File: src/rtl/cpu_pkg.sv
// Shared opcode map, FSM state encoding and instruction-width helper for the accumulator CPU.
// Latency: n/a (definitions only).
// Backpressure: n/a (definitions only).
package cpu_pkg;

    localparam logic [3:0] OP_NOP = 4'h0;
    localparam logic [3:0] OP_LDI = 4'h1;
    localparam logic [3:0] OP_ADD = 4'h2;
    localparam logic [3:0] OP_SUB = 4'h3;
    localparam logic [3:0] OP_AND = 4'h4;
    localparam logic [3:0] OP_OR  = 4'h5;
    localparam logic [3:0] OP_XOR = 4'h6;
    localparam logic [3:0] OP_JMP = 4'h7;
    localparam logic [3:0] OP_JZ  = 4'h8;
    localparam logic [3:0] OP_JC  = 4'h9;
    localparam logic [3:0] OP_OUT = 4'hA;
    localparam logic [3:0] OP_HLT = 4'hF;

    typedef enum logic [1:0] {
        ST_FETCH = 2'd0,
        ST_EXEC  = 2'd1,
        ST_HALT  = 2'd2
    } state_t;

    // Instruction is a 4-bit opcode on top of a DATA_W-bit operand.
    function automatic int instr_w_of(input int data_w);
        return 4 + data_w;
    endfunction

endpackage

File: src/rtl/param_alu.sv
// Combinational ALU for the accumulator CPU: LDI/ADD/SUB/AND/OR/XOR producing result, carry, zero.
// Latency: 0 cycles (pure combinational).
// Backpressure: none; the caller decides whether the result is written.
module param_alu
    import cpu_pkg::*;
#(
    parameter int DATA_W = 8
) (
    input  logic [3:0]        op,
    input  logic [DATA_W-1:0] a,
    input  logic [DATA_W-1:0] b,
    output logic [DATA_W-1:0] result,
    output logic              carry,
    output logic              zero
);

    logic [DATA_W:0] sum;
    logic [DATA_W:0] diff;

    // Widened add/sub so the top bit is carry-out / borrow respectively.
    always_comb begin
        sum  = {1'b0, a} + {1'b0, b};
        diff = {1'b0, a} - {1'b0, b};
    end

    // Result select; logic ops and LDI always clear carry.
    always_comb begin
        result = a;
        carry  = 1'b0;
        case (op)
            OP_LDI: result = b;
            OP_ADD: begin
                result = sum[DATA_W-1:0];
                carry  = sum[DATA_W];
            end
            OP_SUB: begin
                result = diff[DATA_W-1:0];
                carry  = diff[DATA_W];
            end
            OP_AND: result = a & b;
            OP_OR:  result = a | b;
            OP_XOR: result = a ^ b;
            default: begin
                result = a;
                carry  = 1'b0;
            end
        endcase
        zero = (result == '0);
    end

endmodule

File: src/rtl/param_acc_cpu.sv
// Parameterised accumulator CPU: FETCH/EXEC/HALT sequencer around a combinational ALU.
// Latency: 2 cycles per instruction minimum (FETCH with immediate ack, then EXEC).
// Backpressure: imem_req and imem_addr are held stable in FETCH for any number of cycles until imem_ack.
module param_acc_cpu
    import cpu_pkg::*;
#(
    parameter int DATA_W = 8,
    parameter int ADDR_W = 4,
    localparam int INSTR_W = instr_w_of(DATA_W)
) (
    input  logic               clk,
    input  logic               reset,
    output logic               imem_req,
    output logic [ADDR_W-1:0]  imem_addr,
    input  logic               imem_ack,
    input  logic [INSTR_W-1:0] imem_rdata,
    output logic [DATA_W-1:0]  out_data,
    output logic               out_valid,
    output logic [DATA_W-1:0]  acc_out,
    output logic [1:0]         flags_out,
    output logic               halted,
    output logic               illegal
);

    // ADDR_W must not exceed DATA_W: jump targets are taken from the operand field.

    state_t              state_q, state_d;
    logic [ADDR_W-1:0]   pc_q;
    logic [INSTR_W-1:0]  ir_q;
    logic [DATA_W-1:0]   acc_q;
    logic                carry_q, zero_q;
    logic [DATA_W-1:0]   out_data_q;
    logic                out_valid_q;
    logic                illegal_q;

    logic [3:0]          opcode;
    logic [DATA_W-1:0]   operand;
    logic [ADDR_W-1:0]   target;
    logic [ADDR_W-1:0]   pc_next;
    logic                jump_taken;
    logic                alu_wr;
    logic                undef_op;
    logic [DATA_W-1:0]   alu_result;
    logic                alu_carry, alu_zero;

    assign opcode  = ir_q[INSTR_W-1 -: 4];
    assign operand = ir_q[DATA_W-1:0];
    assign target  = operand[ADDR_W-1:0];

    param_alu #(
        .DATA_W (DATA_W)
    ) u_alu (
        .op     (opcode),
        .a      (acc_q),
        .b      (operand),
        .result (alu_result),
        .carry  (alu_carry),
        .zero   (alu_zero)
    );

    // State register.
    always_ff @(posedge clk) begin
        if (reset) begin
            state_q <= ST_FETCH;
        end else begin
            state_q <= state_d;
        end
    end

    // Next state and fetch request; HALT is left only through reset.
    always_comb begin
        state_d  = state_q;
        imem_req = 1'b0;
        case (state_q)
            ST_FETCH: begin
                imem_req = 1'b1;
                if (imem_ack) state_d = ST_EXEC;
            end
            ST_EXEC: state_d = (opcode == OP_HLT) ? ST_HALT : ST_FETCH;
            ST_HALT: state_d = ST_HALT;
            default: state_d = ST_FETCH;
        endcase
    end

    // Decode: which ops write acc/flags, jump resolution against flags as registered at EXEC entry.
    always_comb begin
        alu_wr     = 1'b0;
        undef_op   = 1'b0;
        jump_taken = 1'b0;
        case (opcode)
            OP_LDI, OP_ADD, OP_SUB, OP_AND, OP_OR, OP_XOR: alu_wr = 1'b1;
            OP_JMP: jump_taken = 1'b1;
            OP_JZ:  jump_taken = zero_q;
            OP_JC:  jump_taken = carry_q;
            OP_NOP, OP_OUT, OP_HLT: ;
            default: undef_op = 1'b1;
        endcase
        pc_next = jump_taken ? target : pc_q + ADDR_W'(1);
    end

    // Datapath: instruction capture in FETCH, architectural updates in EXEC.
    always_ff @(posedge clk) begin
        if (reset) begin
            pc_q        <= '0;
            ir_q        <= '0;
            acc_q       <= '0;
            carry_q     <= 1'b0;
            zero_q      <= 1'b0;
            out_data_q  <= '0;
            out_valid_q <= 1'b0;
            illegal_q   <= 1'b0;
        end else begin
            out_valid_q <= 1'b0;
            if (state_q == ST_FETCH && imem_ack) begin
                ir_q <= imem_rdata;
            end
            if (state_q == ST_EXEC) begin
                if (alu_wr) begin
                    acc_q   <= alu_result;
                    carry_q <= alu_carry;
                    zero_q  <= alu_zero;
                end
                if (opcode == OP_OUT) begin
                    out_data_q  <= acc_q;
                    out_valid_q <= 1'b1;
                end
                if (undef_op) begin
                    illegal_q <= 1'b1;
                end
                if (opcode != OP_HLT) begin
                    pc_q <= pc_next;
                end
            end
        end
    end

    assign imem_addr = pc_q;
    assign out_data  = out_data_q;
    assign out_valid = out_valid_q;
    assign acc_out   = acc_q;
    assign flags_out = {carry_q, zero_q};
    assign halted    = (state_q == ST_HALT);
    assign illegal   = illegal_q;

endmodule

File: config.mk
export PLATFORM = sky130hd
export DESIGN_NAME = param_acc_cpu
export DESIGN_NICKNAME = d
export VERILOG_FILES = /design/src/rtl/cpu_pkg.sv /design/src/rtl/param_alu.sv /design/src/rtl/param_acc_cpu.sv
export SDC_FILE = /design/constraint.sdc
export NUM_CORES = 1
export LEC_CHECK = 0
export ABC_AREA = 1
export BUFFER_PORTS_ARGS = -buffer_cell sky130_fd_sc_hd__buf_2
export CAP_MARGIN = 20
export CORE_ASPECT_RATIO = 0.5
export CORE_UTILIZATION = 63
export DETAILED_ROUTE_END_ITERATION = 8
export MAX_ROUTING_LAYER = met4
export PLACE_DENSITY_LB_ADDON = 0.1
export SLEW_MARGIN = 20
export SYNTH_ARGS = -nofsm -noshare
export SYNTH_HDL_FRONTEND = slang
export SYNTH_HIERARCHICAL = 1
export SYNTH_SLANG_ARGS = --single-unit
File: constraint.sdc
create_clock -name clk -period 3.5 [get_ports clk]
set_input_delay 1.05 -clock clk [delete_from_list [all_inputs] [get_ports clk]]
set_output_delay 1.05 -clock clk [all_outputs]
set_load 0.05 [all_outputs]
==> results by group <==
Setup path
  • Worst Path Arrival: 2.60 ns
  • CP max stage delay: 0.41 ns
  • Worst setup SP type: flip-flop
  • Slowest stage cell, crit path: fa_1
  • Worst Setup End Kind: flip-flop
  • CP Class: flip-flop to flip-flop
  • CP max FO: 5
  • Worst path cell trace: inv_1 > ha_1 > fa_1 > o21ai_0 > nand3_1 > nand2_1 > nand2_1 > nand3_1 > nand3_1 > nand2_1 > nand3_1 > nor2_1 > nand2_1 > a21oi_1
  • Critical path required time: 3.72 ns
  • Worst path top cell family by delay: simple AND/OR/NAND/NOR gates
  • Buf/Inv on CP: 1

Layout
  • Fraction of layout cells with a size suffix above 1: 11.6%
  • Area grow syn2layout: 10.5%
  • Layout Nets: 557
  • Filler Cells Inserted: 384
  • Most common cell after layout, fill and taps aside: nand2_1
  • Ant. Diodes: 0
  • Area occupied by multi-input gates: 1840 sq um
  • Commonest cells after routing, fill and taps aside: nand2_1, inv_1, nand3_1
  • FF+latch area: 761 sq um
  • Finished Core Util: between 70% and 80%

Timing
  • Final hold viol count: 0
  • Fin crit period: 2.38 ns
  • Tcrit/Tclk final: between 60 and 70%
  • FMAX: around 420 MHz
  • Max Clock Skew: about 0.0045 ns
  • RSZ-0062 raised after global routing: no
  • Worst-Margin Slew: between 0.6 and 0.7 ns
  • Max Slew Vio Count: 0
  • Setup violators final: 0
  • Slew headroom: 55.6%
  • Setup ws final: 1.12 ns
  • Worst hold slack: 0.460 ns
  • Post-route setup TNS: 0 ns

Route
  • Initial DRT Pass Iterations: 5
  • Final WL: 7730 um
  • DR WL/cell: 13.5 um
  • Post-DR vias/cell: around 5.5
  • DRT iter0 DRCs: 200
  • Remaining DRCs: 0
  • Final ANT Viol Nets: 0
  • Vias post-DR: ~3100

Logic synthesis
  • Synth Area per Inst: 6.14 sq um
  • Distinct cells, synth: 30
  • Synthesized net count: 523
  • Warnings, synthesis: 6
  • Synthesized area: 2950 sq um
  • Register bit total from synthesis: 38
  • Sequential share of the synthesized area: 25.8%
  • Gate Count Post-Synth: 481

Placement
  • Dpl hpwl: 5710 um
  • Worst slack, placed: 1.16 ns
  • Port Buffers: 40
  • Final Wtd Congestion: 0.944

Die
  • Core Box Area: between 4000 and 5000 sq um
  • Cell row count: 17
  • # IOs: 41
  • Die Y: approximately 50 um
  • Overall die width: 98.8 um
  • Die Area: about 5000 sq um
  • Starting Density: 66.4%

Pwr
  • Power per cell area: 338 nW/um^2
  • Tot Pwr: 1.10 mW
  • Worst vdd ir: between 0.3 and 0.4 mV
  • Leak: 1.67 nW

Clocking
  • CTS resizes: 0
  • Sinks on Clock Net: 38
  • H-tree levels: 2
  • TritonCTS Buffers: 5
  • Clk Latency, worst-skew pair: 0.29 ns
  • TritonCTS clock tree: built
  • Post-CTS Hold Buffers: 0
  • Clk root buf: clkbuf_8
  • Clk buf depth: 2
  • Clock transition at path regs: approximately 0.07 ns
  • Setup bufs post-CTS: 0

Hold path
  • Hold WC Path Type: flip-flop to flip-flop

Global routing
  • First-pass GRT wire length: ~13000 um
  • Largest net degree at the start of global routing: 39
  • Initial antenna violation count: 0
  • Global-route usage over all layers: between 30% and 40%
  • GRT Residual Overflow: 0
  • Vias in the first global route: about 2700

Job
  • Max cap viols: 0

Status
  • Status: completed
-- cell usage after synthesis --
| library cell | count | area share, % |
|---|---|---|
| nand2_1 | 149 | 19 |
| inv_1 | 69 | 8.8 |
| nand3_1 | 56 | 9.5 |
| nor2_1 | 50 | 6.4 |
| dfxtp_1 | 38 | 26 |
| a21oi_1 | 36 | 6.1 |
| ha_1 | 25 | 11 |
| buf_2 | 7 | 1.2 |
| o21ai_0 | 7 | 1.2 |
| a211oi_1 | 5 | 1.3 |
| clkbuf_1 | 4 | 0.51 |
| inv_2 | 4 | 0.51 |
| nand4_1 | 4 | 0.85 |
| o211ai_1 | 4 | 1.0 |
| nand3b_1 | 3 | 0.76 |
| buf_4 | 2 | 0.51 |
| fa_1 | 2 | 1.4 |
| nand2_4 | 2 | 0.76 |
| nor2_4 | 2 | 0.76 |
| xnor2_1 | 2 | 0.59 |
| a31oi_1 | 1 | 0.21 |
| clkbuf_8 | 1 | 0.47 |
| clkinv_1 | 1 | 0.13 |
| nand2_2 | 1 | 0.21 |
| nor2_2 | 1 | 0.21 |
| nor3_4 | 1 | 0.55 |
| o21bai_1 | 1 | 0.25 |
| o22ai_1 | 1 | 0.21 |
| o31ai_1 | 1 | 0.25 |
| or2_1 | 1 | 0.21 |
-- where the power goes --
part / switching, mW / leakage [nW] / internal [mW] / total [mW]
logic: 0.193 / 1.30 / 0.0853 / 0.278
registers: 0.0282 / 0.309 / 0.447 / 0.475
clock network: 0.151 / 0.0575 / 0.199 / 0.350
-- routing by layer --
layer / track usage, % / wire, um / up-vias
li1: - / - / 1583
met1: 46.7 / 3780 / 1406
met2: 50.0 / 3210 / 130
met3: 6.55 / 641 / 13
met4: 7.46 / 90 / 0
met5: - / 0 / -
-- layout make-up --
cell class / instances / area share (%)
clock buffers: 8 / 3.37
inverters: 74 / 8.51
multi-input cells: 355 / 56.2
flip-flops and latches: 38 / 23.3
well taps: 57 / 2.19
repair buffers: 41 / 6.37
-- per-stage QoR --
step / cell area (sq um) / instances
final: 3260 / 573
after floorplan: 2950 / 481
after global placement: 3150 / 565
after detailed placement: 3150 / 565
after global routing: 3260 / 573
after CTS: 3260 / 573
-- kinds of logic after synthesis --
| family | synth area share [%] |
|---|---|
| AND/OR/NAND/NOR | 39.1 |
| buffers and inverters | 12.1 |
| adder cells (fa/ha/maj) | 11.9 |
| XOR/XNOR | 0.593 |
| AO/OA/AOI/OAI | 10.5 |
| flip-flops | 25.8 |
-- worst register-to-register path: stages (launching register included) --
cell and delay, ns:
dfxtp_1 0.39, inv_1 0.10, ha_1 0.23, fa_1 0.41, o21ai_0 0.31, nand3_1 0.14, nand2_1 0.09, nand2_1 0.07
nand3_1 0.07, nand3_1 0.06, nand2_1 0.08, nand3_1 0.08, nor2_1 0.09, nand2_1 0.05, a21oi_1 0.13
-- final timing paths --
path	startpoint	endpoint	slack, ns	cells past startpoint
setup / recovery	acc_out[0]$_SDFFE_PP0P_	zero_q$_SDFFE_PP0P_	1.12	14
hold / removal	out_data[1]$_SDFFE_PP0P_	out_data[1]$_SDFFE_PP0P_	0.46	2
setup reg to reg	acc_out[0]$_SDFFE_PP0P_	zero_q$_SDFFE_PP0P_	1.12	14
hold reg to reg	out_data[1]$_SDFFE_PP0P_	out_data[1]$_SDFFE_PP0P_	0.46	2
-- registers in the layout, indices dropped and copies added, names as in the netlist --
name,flops
ir_q,12
carry_q,1
acc_out,8
imem_addr,4
out_valid,1
state_q,2
illegal,1
zero_q,1
out_data,8
Note: power is estimated with default switching activity, not from simulation.
